**src/rtl/serial_nibble_loader_pkg.sv**
```systemverilog
// serial_nibble_loader_pkg: shared FSM state encoding and default frame width.
// Ports: none.
package serial_nibble_loader_pkg;
   localparam int DEFAULT_WIDTH = 4;
   typedef enum logic [1:0] {
      IDLE   = 2'd0,
      SHIFT  = 2'd1,
      PARITY = 2'd2,
      DONE   = 2'd3
   } state_t;
endpackage

```
**src/rtl/serial_nibble_loader_bit_counter.sv**
```systemverilog
// serial_nibble_loader_bit_counter: data-bit counter with clear, increment and terminal count.
// Ports: clk, reset (async, active-high), clr (clear, wins over inc), inc (count one bit),
//        tc (counter currently at WIDTH-1).
module serial_nibble_loader_bit_counter
   import serial_nibble_loader_pkg::*;
#(
   parameter int WIDTH = DEFAULT_WIDTH
) (
   input  logic clk,
   input  logic reset,
   input  logic clr,
   input  logic inc,
   output logic tc
);
   localparam int CW = $clog2(WIDTH);
   logic [CW-1:0] cnt_q, cnt_d;
   always_comb begin
      cnt_d = clr ? '0 : inc ? cnt_q + CW'(1) : cnt_q;
      tc    = cnt_q == CW'(WIDTH - 1);
   end
   always_ff @(posedge clk or posedge reset)
      if (reset) cnt_q <= '0;
      else       cnt_q <= cnt_d;
endmodule

```
**src/rtl/serial_nibble_loader.sv**
```systemverilog
// serial_nibble_loader: LSB-first serial frame receiver with optional parity, feeding a register enable.
// Ports: clk, reset (async, active-high), start (frame request, IDLE only), abort (sync cancel),
//        sval (sdata valid), sdata (serial data/parity), busy (SHIFT/PARITY/DONE),
//        data_out (last accepted word), load (one-cycle good-frame pulse), err (one-cycle parity-error pulse).
module serial_nibble_loader
   import serial_nibble_loader_pkg::*;
#(
   parameter int WIDTH     = DEFAULT_WIDTH,
   parameter bit PARITY_EN = 1'b1,
   parameter bit ODD       = 1'b0
) (
   input  logic             clk,
   input  logic             reset,
   input  logic             start,
   input  logic             abort,
   input  logic             sval,
   input  logic             sdata,
   output logic             busy,
   output logic [WIDTH-1:0] data_out,
   output logic             load,
   output logic             err
);
   state_t state_q, state_d;
   logic [WIDTH-1:0] shift_q, shift_d, data_q, data_d;
   logic good_q, good_d, clr, inc, tc;
   serial_nibble_loader_bit_counter #(.WIDTH(WIDTH)) u_cnt (
      .clk   (clk),
      .reset (reset),
      .clr   (clr),
      .inc   (inc),
      .tc    (tc)
   );
   always_ff @(posedge clk or posedge reset)
      if (reset) state_q <= IDLE;
      else       state_q <= state_d;
   always_comb begin
      state_d = state_q;
      if (abort) state_d = IDLE;
      else
         case (state_q)
            IDLE:    state_d = start ? SHIFT : IDLE;
            SHIFT:   state_d = (sval && tc) ? (PARITY_EN ? PARITY : DONE) : SHIFT;
            PARITY:  state_d = sval ? DONE : PARITY;
            default: state_d = IDLE;
         endcase
   end
   // Pulses come from the state plus the registered verdict, so abort cannot cut a DONE pulse short.
   always_comb begin
      busy = state_q != IDLE;
      load = state_q == DONE && good_q;
      err  = state_q == DONE && !good_q;
   end
   // Verdict only matters on the edge into DONE; without parity that edge comes straight from SHIFT.
   always_comb begin
      clr     = abort || (state_q == IDLE && start);
      inc     = !abort && state_q == SHIFT && sval;
      shift_d = (state_q == IDLE && start) ? '0 : inc ? {sdata, shift_q[WIDTH-1:1]} : shift_q;
      good_d  = state_q == PARITY ? !(^shift_q ^ sdata ^ ODD) : state_q == SHIFT ? 1'b1 : good_q;
      data_d  = (state_d == DONE && good_d) ? shift_d : data_q;
   end
   always_ff @(posedge clk or posedge reset)
      if (reset) begin
         shift_q <= '0;
         data_q  <= '0;
         good_q  <= 1'b0;
      end else begin
         shift_q <= shift_d;
         data_q  <= data_d;
         good_q  <= good_d;
      end
   assign data_out = data_q;
endmodule

```
**config.mk**
```make
export PLATFORM = sky130hd
export DESIGN_NAME = serial_nibble_loader
export DESIGN_NICKNAME = d
export VERILOG_FILES = /design/src/rtl/serial_nibble_loader_pkg.sv /design/src/rtl/serial_nibble_loader_bit_counter.sv /design/src/rtl/serial_nibble_loader.sv
export SDC_FILE = /design/constraint.sdc
export NUM_CORES = 1
export LEC_CHECK = 0
export BUFFER_PORTS_ARGS = -buffer_cell sky130_fd_sc_hd__buf_2
export CORE_ASPECT_RATIO = 1.1
export CORE_UTILIZATION = 25
export DETAILED_ROUTE_END_ITERATION = 10
export PLACE_DENSITY = 0.4
export SYNTH_ARGS = -nofsm -noshare
export SYNTH_HDL_FRONTEND = slang
export SYNTH_SLANG_ARGS = --single-unit
```
**constraint.sdc**
```tcl
create_clock -name clk -period 2 [get_ports clk]
set_clock_uncertainty 0.15 [all_clocks]
set_input_delay 0.3 -clock clk [delete_from_list [all_inputs] [get_ports clk]]
set_output_delay 0.3 -clock clk [all_outputs]
set_load 0.02 [all_outputs]
```
-- Word-level counts from Yosys, hierarchy flattened
Index checks and enable logic that the tools add are counted.
Widths: inputs -> output; s select.
- bits of input ports: 6
- word-level logic and storage cells: 38
- memory bits (read-only): 0
- bits in registers: 13
- memory bits (writable): 0
- memories kept: 0
- latch bits: 0
- add/subtract/negate cells: 1
- multiplexer cells: 11
- shift-type cells: 0
- equal/unequal tests: 5
- reductions and logical operators: 15
- div/mod/pow operators: 0
- bitwise operators: 1
- multipliers: 0
- magnitude comparators: 0
- operators by type and width (cell ; number):
    $eq 2x2->1 const B ; 4
    $mux 2 ; 4
    $mux 4 ; 2
    $logic_and 1x1->1 ; 7
    $pmux 2 s3 ; 1
    $mux 1 ; 4
    $reduce_bool 2->1 ; 2
    $reduce_xor 4->1 ; 1
    $logic_not 1->1 ; 3
    $add 2x1->2 const B ; 1
    $eq 2x1->1 const B ; 1
    $logic_not 2->1 ; 1
    $logic_or 1x1->1 ; 1
    $xor 1x1->1 ; 1

-- Longest topological paths before layout
Gate-level depths: netlist of the first run.
- word-level depth: 7
- gate-level depth with buffers: 5
- gate-level depth less buffers: 4

-- Hierarchy
Synthesis of the first run repeated with hierarchy kept, for this count alone.
- cells, all modules: 59
- area, all modules: 673.1 um2
- modules (own cells, without submodules) (module ; area each (um2) ; seq. area each (um2) ; instances ; cells an instance):
    serial_nibble_loader ; 580.6 ; 275.3 ; 1 ; 51
    serial_nibble_loader_bit_counter ; 92.6 ; 50.0 ; 1 ; 8

-- Worst setup path after synthesis of the first run
OpenSTA, ideal clock, no wires.
- kind: reg-to-reg
- start point: reg shift_q[2]
- end point: reg data_q[2] (netlist: data_out[2])
- path slack: 0.518 ns
- stages on the path, launching flop included: 5
- buffers on the path: 0
- data arrival time: 1.250 ns
- clock period less this slack: 1.482 ns
- required time: 1.768 ns
- path through: dfrtp_1 xnor3_2 xnor2_4 a21oi_1 a31oi_1
- cells in the longest elaborated chain, start to end: 5
- elaborated cells between the ends (all ways): 7
- classes of those cells: 3 x mux; 1 x bitwise; 3 x reduce/logical
- ends and longest elaborated chain (what ; line ; RTL):
    from (decl) ; serial_nibble_loader.sv:24 ; logic [WIDTH-1:0] shift_q, shift_d, data_q, data_d;
    from (signal assigned) ; serial_nibble_loader.sv:67 ; shift_q <= shift_d;
    $reduce_xor 4->1 ; serial_nibble_loader.sv:58 ; good_d = state_q == PARITY ? !(^shift_q ^ sdata ^ ODD) : state_q == SHIFT ? 1'b1 : good_q;
    $xor 1x1->1 ; serial_nibble_loader.sv:58 ;
    $logic_not 1->1 ; serial_nibble_loader.sv:58 ;
    $mux 1 ; serial_nibble_loader.sv:58 ;
    $logic_and 1x1->1 ; serial_nibble_loader.sv:59 ; data_d = (state_d == DONE && good_d) ? shift_d : data_q;
    to (signal assigned) ; serial_nibble_loader.sv:68 ; data_q <= data_d;
    to (decl) ; serial_nibble_loader.sv:24 ;
Parallel ways exist; a longest one is shown, timed or not.
A chain may end at the register's enable or synchronous reset.

-- Worst setup path in the final report of the first run
- start point: reg state_q[0]
- end point: out busy
- cells in the longest elaborated chain, start to end: 1
- ends and longest elaborated chain (what ; line ; RTL):
    from (decl) ; serial_nibble_loader.sv:23 ; state_t state_q, state_d;
    from (signal assigned) ; serial_nibble_loader.sv:35 ; else state_q <= state_d;
    $reduce_bool 2->1 ; serial_nibble_loader.sv:49 ; busy = state_q != IDLE;
    to (decl) ; serial_nibble_loader.sv:18 ; output logic busy,
Every way passes these cells.

==> results of run 1 <==
[state kept, by name, summed over array words and instances, names as in the netlist]
signal and flops:
state_q 2, data_out 4, u_cnt.cnt_q 2, good_q 1, shift_q 4
[cell usage in the layout (no fill, tap or decap)]
cell	count
sky130_fd_sc_hd__nor3b_4	1
sky130_fd_sc_hd__a21oi_1	6
sky130_fd_sc_hd__xor2_1	1
sky130_fd_sc_hd__buf_2	12
sky130_fd_sc_hd__a21o_1	1
sky130_fd_sc_hd__nor3_1	2
sky130_fd_sc_hd__or2_2	1
sky130_fd_sc_hd__nand3_1	1
sky130_fd_sc_hd__xnor3_2	1
sky130_fd_sc_hd__ha_1	1
sky130_fd_sc_hd__a31oi_1	4
sky130_fd_sc_hd__nand2_1	2
sky130_fd_sc_hd__nor2_1	9
sky130_fd_sc_hd__nand2b_1	1
sky130_fd_sc_hd__clkbuf_4	3
sky130_fd_sc_hd__dlygate4sd3_1	1
sky130_fd_sc_hd__clkbuf_1	1
sky130_fd_sc_hd__a2111oi_0	1
sky130_fd_sc_hd__inv_1	2
sky130_fd_sc_hd__dfrtp_1	13
sky130_fd_sc_hd__xnor2_4	1
sky130_fd_sc_hd__nor2b_1	2
sky130_fd_sc_hd__xnor2_2	1
sky130_fd_sc_hd__and3b_1	1
sky130_fd_sc_hd__and3_1	1
sky130_fd_sc_hd__mux2i_1	5
[worst max-delay path by stage]
stage,end,slack [ps],cells after the start
after floorplan,data_out[2]$_DFFE_PP0P_,520,4
after global placement,data_out[0]$_DFFE_PP0P_,370,4
after detailed placement,data_out[0]$_DFFE_PP0P_,370,4
after CTS,busy,330,2
after global routing,data_out[0]$_DFFE_PP0P_,230,4
final,busy,350,2
[kinds of logic after synthesis]
| family | after synthesis | synth area share |
|---|---|---|
| adder cells (fa/ha/maj) | 1 | 0.0189 |
| multiplexers | 5 | 0.0755 |
| AO/OA/AOI/OAI | 12 | 0.108 |
| flip-flops | 13 | 0.491 |
| XOR/XNOR | 4 | 0.115 |
| AND/OR/NAND/NOR | 21 | 0.174 |
| buffers and inverters | 3 | 0.0189 |
[final cells by class]
class                      instances  area [um2]
timing repair buffer              13        70.1
tap                               31        38.8
sequential                        13         325
fill                             272        1700
multi-input combinational         43         325
clock buffer                       4        26.3
inverter                           2        7.51
[Yosys cell counts]
library cell,n,share of area
sky130_fd_sc_hd__a31oi_1,4,0.038
sky130_fd_sc_hd__xnor3_2,1,0.036
sky130_fd_sc_hd__dfrtp_1,13,0.49
sky130_fd_sc_hd__and3_1,1,0.0094
sky130_fd_sc_hd__inv_1,2,0.011
sky130_fd_sc_hd__a21o_1,1,0.011
sky130_fd_sc_hd__ha_1,1,0.019
sky130_fd_sc_hd__a2111oi_0,1,0.013
sky130_fd_sc_hd__mux2i_1,5,0.075
sky130_fd_sc_hd__xnor2_2,1,0.025
sky130_fd_sc_hd__a21oi_1,6,0.045
sky130_fd_sc_hd__nor3b_4,1,0.028
sky130_fd_sc_hd__nand2b_1,1,0.0094
sky130_fd_sc_hd__xor2_1,1,0.013
sky130_fd_sc_hd__nor2_1,9,0.051
sky130_fd_sc_hd__or2_2,1,0.0094
sky130_fd_sc_hd__nand3_1,1,0.0075
sky130_fd_sc_hd__clkbuf_2,1,0.0075
sky130_fd_sc_hd__nor2b_1,2,0.019
sky130_fd_sc_hd__xnor2_4,1,0.042
sky130_fd_sc_hd__nor3_1,2,0.015
sky130_fd_sc_hd__nand2_1,2,0.011
sky130_fd_sc_hd__and3b_1,1,0.013
[critical path, cell delays in order, from the launching register on]
cell,delay [ps]
sky130_fd_sc_hd__dfrtp_1,420
sky130_fd_sc_hd__or2_2,340
sky130_fd_sc_hd__buf_2,170
[where the power goes]
group	leakage (nW)	total (W)	internal (W)	switching (W)
Sequential	0.172	0.000279	0.000273	0.00000659
Combinational	0.207	0.0000776	0.0000320	0.0000456
Clock	0.0150	0.000159	0.0000772	0.0000815
Total	0.393	0.000515	0.000382	0.000134
[routing by layer]
metal | global-route usage | up-vias | wire, um
li1 | - | 241 | -
met1 | 0.125 | 221 | 621
met2 | 0.133 | 5 | 547
met3 | 0.0492 | 2 | 32
met4 | 0.0238 | 0 | 14
met5 | 0 | - | 0
[metrics by stage]
stage,hold WS [ps],utilization,power [W],setup slack [ps]
after detailed placement,212,0.303,0.000363,373
after floorplan,27.0,-,0.000338,518
final,139,0.318,0.000515,346
after global routing,150,0.318,0.000550,227
after global placement,220,0.303,0.000363,371
after CTS,135,0.318,0.000532,327
==> Implementation_results.wiki, run 1 <==
{| class="wikitable"
! Metric !! Value
|-
| Status || finished, final reports clean
|-
| Site Rows || 19
|-
| Remaining antenna violation count after routing || 0
|-
| Start point of the critical path || state_q[0]$_DFF_PP0_
|-
| Router iterations before antenna repair || 2
|-
| Mapped Cells || 59
|-
| Number of buffers inserted to repair setup after CTS || 0
|-
| Reg2Reg Capture Point || data_out[0]$_DFFE_PP0P_
|-
| Synth Area per Inst || 11.2 um2
|-
| Worst endpoint required time || 1550 ps
|-
| Net count after synthesis || 66
|-
| Wire length of the first global-routing pass || 1970 um
|-
| Number of port buffers || 12
|-
| Vertical extent of the die || 56.0 um
|-
| Setup slack on the worst flop-to-flop path || 360 ps
|-
| Number of primary I/O pins || 13
|-
| Sequential area share after synthesis || 0.491
|-
| Antenna diode count || 0
|-
| Flop and latch count out of synthesis || 13
|-
| H-Tree Depth || 1
|-
| Final design area excluding fillers || 793 um2
|-
| Setup-failing EPs final || 0
|-
| Least-Margin Pin Slew || 517 ps
|-
| Layout Area Growth over Synthesis || 19.6%
|-
| Placed insts || 101
|-
| Count of pins over their slew limit || 0
|-
| Maximum frequency from static timing analysis || 605 MHz
|-
| CTS sink cnt || 13
|-
| Ratio of cells with drive above 1 in the final layout || 0.267
|-
| Average vias per placed instance || 4.42
|-
| Cell count of the worst reg-to-reg path || 4
|-
| Number of different library cells in the post-synthesis netlist || 23
|-
| Antenna violations before repair || 0
|-
| RSZ-0062 raised after global routing || false
|-
| Worst skew pair latency || 270 ps
|-
| Core ar. || 2500 um2
|-
| Iteration-0 DRC Markers || 4
|-
| Synth Cell Area || 663 um2
|-
| Worst-path maximum fanout || 6
|-
| Post-detailed-route wirelength per cell || 11.5 um
|-
| Post-detailed-placement half-perimeter wirelength || 915 um
|-
| Clock slew seen by the registers of the worst setup and hold paths || 80 ps
|-
| Largest voltage drop on the vdd net || 0.000357 V
|-
| Critical path type || reg2out
|-
| DRC || 0
|-
| Overall routed net length || 1220 um
|-
| Placer's final routability congestion estimate || 0.665
|-
| Die outline area || 2860 um2
|-
| TritonCTS clock tree || yes
|-
| Starting density of the core || 0.266
|-
| Net count, final || 83
|-
| Final hold violations || 0
|-
| Worst hold stages || 2
|-
| Overall via count from detail_route || 469
|-
| Number of hold-repair buffers added at the cts stage || 1
|-
| Post-route non-filler standard cell count || 106
|-
| Largest buffer count on any clock path || 2
|-
| Count of cells resized by post-cts repair || 0
|-
| Hold EP || state_q[1]$_DFF_PP0_
|-
| Maximum number of pins on one net before global-route repair || 14
|-
| Shortest clock period the worst path allows after layout || 1650 ps
|-
| Critical Path Source Type || flip-flop
|-
| Leakage power || 0.393 nW
|-
| Hold Crit Class || in2reg
|-
| Worst-case headroom to the max-slew limit || 0.655
|-
| Yosys warnings || 0
|-
| Total Negative Setup Slacks || 0 ps
|-
| Type of destination of the critical path || primary output
|-
| Via count of the first global-routing pass || 460
|-
| Startpoint of the worst-slack reg-to-reg timing path || state_q[1]$_DFF_PP0_
|-
| Total power density per cell area || 650 nW/um2
|-
| CTS Buf Count || 3
|-
| Min-delay src || abort
|-
| Total global routing overflow || 0
|-
| Area after detailed placement || 757 um2
|-
| Period utilisation layout || 0.827
|-
| Worst endpoint data arrival time || 1200 ps
|-
| Chip width || 51.1 um
|-
| Clock root buffer master || sky130_fd_sc_hd__clkbuf_4
|-
| Global-route usage over all layers || 0.0943
|-
| Max cap viols || 0
|}
Note: power is estimated with default switching activity, not from simulation.
==> run 2, diff against run 1 <==
--- a/config.mk
+++ b/config.mk
@@ -5,11 +5,12 @@
 export SDC_FILE = /design/constraint.sdc
 export NUM_CORES = 1
 export LEC_CHECK = 0
+export ABC_AREA = 1
 export BUFFER_PORTS_ARGS = -buffer_cell sky130_fd_sc_hd__buf_2
 export CORE_ASPECT_RATIO = 1.1
 export CORE_UTILIZATION = 25
 export DETAILED_ROUTE_END_ITERATION = 10
-export PLACE_DENSITY = 0.4
+export PLACE_DENSITY = 0.41
 export SYNTH_ARGS = -nofsm -noshare
 export SYNTH_HDL_FRONTEND = slang
 export SYNTH_SLANG_ARGS = --single-unit
==> constraint.sdc (replaced) <==
create_clock -name clk -period 1.49 [get_ports clk]
set_clock_uncertainty 0.15 [all_clocks]
set_input_delay 0.2235 -clock clk [delete_from_list [all_inputs] [get_ports clk]]
set_output_delay 0.2235 -clock clk [all_outputs]
set_load 0.02 [all_outputs]
==> Implementation_results.wiki, run 2 <==
{| class="wikitable"
! Metric !! Value
|-
| Net count after synthesis || 99 (+50%)
|-
| Worst endpoint data arrival time || 1130 ps (-70 ps)
|-
| Mapped Cells || 92 (+56%)
|-
| Cell count of the worst reg-to-reg path || 9 (+5)
|-
| Critical Path Source Type || flip-flop
|-
| Post-detailed-route wirelength per cell || 10.9 um (-4.6%)
|-
| Iteration-0 DRC Markers || 23 (+19)
|-
| Vertical extent of the die || 59.1 um (+5.5%)
|-
| Synth Area per Inst || 8.05 um2 (-28%)
|-
| Most frequently used flop master after synthesis || sky130_fd_sc_hd__dfrtp_1
|-
| Dominant cells by area after synthesis || sky130_fd_sc_hd__dfrtp_1 (44%), sky130_fd_sc_hd__nand2_1 (12%), sky130_fd_sc_hd__nand4_1 (5.9%)
|-
| Dominant combinational cell family by area after synthesis || simple AND/OR/NAND/NOR gates
|-
| Shortest clock period the worst path allows after layout || 1500 ps
|-
| CTS sink cnt || 13 (unchanged)
|-
| Status || complete, but fails checks
|-
| Met1 Routed Length || 779 um (+25%)
|-
| Largest voltage drop on the vdd net || 0.000451 V (+26%)
|-
| Worst-path maximum fanout || 4 (-2)
|-
| Most used cells in the layout excluding fill and tap cells || sky130_fd_sc_hd__nand2_1 (20), sky130_fd_sc_hd__inv_1 (11), sky130_fd_sc_hd__dfrtp_1 (11), sky130_fd_sc_hd__nor2_1 (10)
|-
| Fraction of the mapped netlist area in compound gates || 0.0355 (-0.0721)
|-
| Chip width || 53.9 um (+5.5%)
|-
| Global-route usage over all layers || 0.131 (+0.0372)
|-
| Worst endpoint required time || 1120 ps (-430 ps)
|-
| Leading cell type in the layout, fill and taps excluded || sky130_fd_sc_hd__nand2_1
|-
| Post-layout util || 0.363 (+0.0456)
|-
| Yosys warnings || 0 (unchanged)
|-
| Antenna violations before repair || 0 (unchanged)
|-
| Number of primary I/O pins || 13 (unchanged)
|-
| Core ar. || 2800 um2 (+12%)
|-
| Area fraction in and, or, nand and nor cells after synthesis || 0.426 (+0.252)
|-
| Remaining antenna violation count after routing || 0 (unchanged)
|-
| Number of different library cells in the post-synthesis netlist || 20 (-13%)
|-
| Fraction of synthesized cell area taken by the top area cell type || 0.439 (-0.0514)
|-
| Die outline area || 3180 um2 (+11%)
|-
| Layout Area Growth over Synthesis || 37.5%
|-
| Post-route non-filler standard cell count || 152 (+43%)
|-
| Multiplexer area fraction after synthesis || 0 (-0.0755)
|-
| Violated checks || setup timing
|-
| Post-synthesis adder-cell area fraction || 0.0169 (-0.00198)
|-
| Total power density per cell area || 720 nW/um2 (+11%)
|-
| Overall routed net length || 1660 um (+37%)
|-
| TritonCTS clock tree || yes
|-
| Wire length of the first global-routing pass || 3000 um (+52%)
|-
| Largest buffer count on any clock path || 2 (unchanged)
|-
| Pre-CTS setup slack || -20.5 ps (-394 ps)
|-
| Worst hold stages || 2 (unchanged)
|-
| Period utilisation layout || 1.01
|-
| Reg2Reg Capture Point || data_out[2]$_DFFE_PP0P_
|-
| Overall via count from detail_route || 665 (+42%)
|-
| Library cell occupying the most area in the post-synthesis netlist || sky130_fd_sc_hd__dfrtp_1
|-
| Maximum number of pins on one net before global-route repair || 14 (unchanged)
|-
| Clock slew seen by the registers of the worst setup and hold paths || 80 ps (about the same)
|-
| Worst-case headroom to the max-slew limit || 0.679 (+0.0246)
|-
| Via count of the first global-routing pass || 678 (+47%)
|-
| Placer's final routability congestion estimate || 0.718 (+8.0%)
|-
| Number of synthesized flops with an enable pin || 0 (unchanged)
|-
| Total global routing overflow || 0 (unchanged)
|-
| Router iterations before antenna repair || 6 (+4)
|-
| Hold EP || state_q[1]$_DFF_PP0_
|-
| Ratio of cells with drive above 1 in the final layout || 0.395 (+0.128)
|-
| Post-detailed-placement half-perimeter wirelength || 1220 um (+34%)
|-
| Synth Cell Area || 741 um2 (+12%)
|-
| Average vias per placed instance || 4.38 (-1.1%)
|-
| Final hold violations || 0 (unchanged)
|-
| Net count, final || 127 (+53%)
|-
| DRC || 0 (unchanged)
|-
| RSZ-0062 raised after global routing || true
|-
| Total length of routed met3 wires || 69 um (+120%)
|-
| Sequential area share after synthesis || 0.439 (-0.0514)
|-
| Maximum frequency from static timing analysis || 666 MHz
|-
| Detail Route met2 WL || 783 um (+43%)
|-
| Share of async-settable or async-resettable flops after synthesis || 1.00 (unchanged)
|-
| Leakage power || 0.544 nW (+39%)
|-
| Type of destination of the critical path || primary output
|-
| Setup slack on the worst flop-to-flop path || -10 ps (-370 ps)
|-
| Placed insts || 144 (+43%)
|-
| Setup-failing EPs final || 3 (+3)
|-
| Top post-synthesis cells by count || sky130_fd_sc_hd__nand2_1 (23), sky130_fd_sc_hd__dfrtp_1 (13), sky130_fd_sc_hd__inv_1 (11), sky130_fd_sc_hd__nor2_1 (11), sky130_fd_sc_hd__nand4_1 (7)
|-
| Max cap viols || 0 (unchanged)
|-
| Clock root buffer master || sky130_fd_sc_hd__clkbuf_4
|-
| Startpoint of the worst-slack reg-to-reg timing path || u_cnt.cnt_q[1]$_DFFE_PP0P_
|-
| Worst skew pair latency || 270 ps (about the same)
|-
| CTS Buf Count || 3 (unchanged)
|-
| Flop and latch count out of synthesis || 13 (unchanged)
|-
| Xor and xnor area share after synthesis || 0.0118 (-0.103)
|-
| Count of pins over their slew limit || 0 (unchanged)
|-
| Number of port buffers || 12 (unchanged)
|-
| Critical path type || reg2out
|-
| Least-Margin Pin Slew || 480 ps (-36.9 ps)
|-
| Min-delay src || abort
|-
| Antenna diode count || 0 (unchanged)
|-
| Starting density of the core || 0.264 (-0.00138)
|-
| Topmost layer with routed signal wires || met4
|-
| Site Rows || 20 (+1)
|-
| Hold Crit Class || in2reg
|-
| Top-count cell post-synth || sky130_fd_sc_hd__nand2_1
|-
| Least setup slack across all paths after layout || -12.0 ps (-358 ps)
|-
| H-Tree Depth || 1 (unchanged)
|}
run 2: cell count changes in the layout (fill, tap and decap cells not counted), moves of 3 or more:
cell / before / now
sky130_fd_sc_hd__nor2_2: 0 / 3
sky130_fd_sc_hd__buf_6: 0 / 4
sky130_fd_sc_hd__nor2_4: 0 / 3
sky130_fd_sc_hd__nand4_1: 0 / 7
sky130_fd_sc_hd__buf_4: 0 / 9
sky130_fd_sc_hd__mux2i_1: 5 / 0
sky130_fd_sc_hd__nand3_2: 0 / 4
sky130_fd_sc_hd__a31oi_1: 4 / 1
sky130_fd_sc_hd__buf_2: 12 / 9
sky130_fd_sc_hd__nand2_1: 2 / 20
sky130_fd_sc_hd__inv_1: 2 / 11
sky130_fd_sc_hd__a21oi_1: 6 / 2
run 2: final cells by class:
cell class | count | area, um2
fillers | 317 | 1780
multi-input cells | 65 | 400
flip-flops and latches | 13 | 328
repair buffers | 23 | 168
inverters | 14 | 55.1
well taps | 33 | 41.3
clock buffers | 4 | 26.3
run 2: worst max-delay path: stages, from the launching register on:
cell and delay, ps:
sky130_fd_sc_hd__dfrtp_2 450, sky130_fd_sc_hd__inv_2 110, sky130_fd_sc_hd__buf_4 120, sky130_fd_sc_hd__nand2_2 50
sky130_fd_sc_hd__buf_6 120
run 2: logic make-up after synthesis:
kind of cell               after synthesis
buffers and inverters                   14
xor gates and xnor gates                 1
DFF                                     13
AOI/OAI and AO/OA                        5
and+or+nand+nor                         58
adders and majority gates                1
run 2: worst max path at each step:
stage / start / end / depth (start not counted)
6_report: state_q[0]$_DFF_PP0_ / busy / 4
3_5_place_dp: u_cnt.cnt_q[0]$_DFFE_PP0P_ / data_out[2]$_DFFE_PP0P_ / 9
5_1_grt: state_q[0]$_DFF_PP0_ / data_out[2]$_DFFE_PP0P_ / 9
2_1_floorplan: u_cnt.cnt_q[0]$_DFFE_PP0P_ / data_out[0]$_DFFE_PP0P_ / 9
3_3_place_gp: u_cnt.cnt_q[0]$_DFFE_PP0P_ / data_out[3]$_DFFE_PP0P_ / 9
4_1_cts: state_q[1]$_DFF_PP0_ / busy / 4
run 2: timing repair:
| item | CTS | global route |
|---|---|---|
| gates resized for setup | 16 | 4 |
| endpoints found under the hold margin | 13 | 0 |
| gates cloned | 0 | 0 |
| buffers inserted | 3 | 0 |
| pin swaps | 7 | 1 |
| setup endpoints to repair | 7 | 9 |
| hold buffers | 1 | 0 |
run 2: metal layers:
metal | up-vias | GRT usage
li1 | 351 | -
met1 | 294 | 0.172
met2 | 15 | 0.206
met3 | 5 | 0.0179
met4 | 0 | 0.0677
met5 | - | 0
run 2: report_power, final:
part           total, W  switching [W]  internal [W]
clock network  0.000212       0.000108      0.000104
logic          0.000144      0.0000828     0.0000616
registers      0.000377      0.0000116      0.000365
run 2: stage by stage:
stage                     area (um2)  hold WS (ps)  power (W)  setup TNS, ps
after detailed placement         895           132   0.000504          -63.1
after floorplan                  741         -49.5   0.000459              0
after CTS                       1010          45.2   0.000747           -151
after global placement           895           131   0.000505           -105
final                           1020          56.0   0.000733          -23.0
after global routing            1020          46.2   0.000784           -675
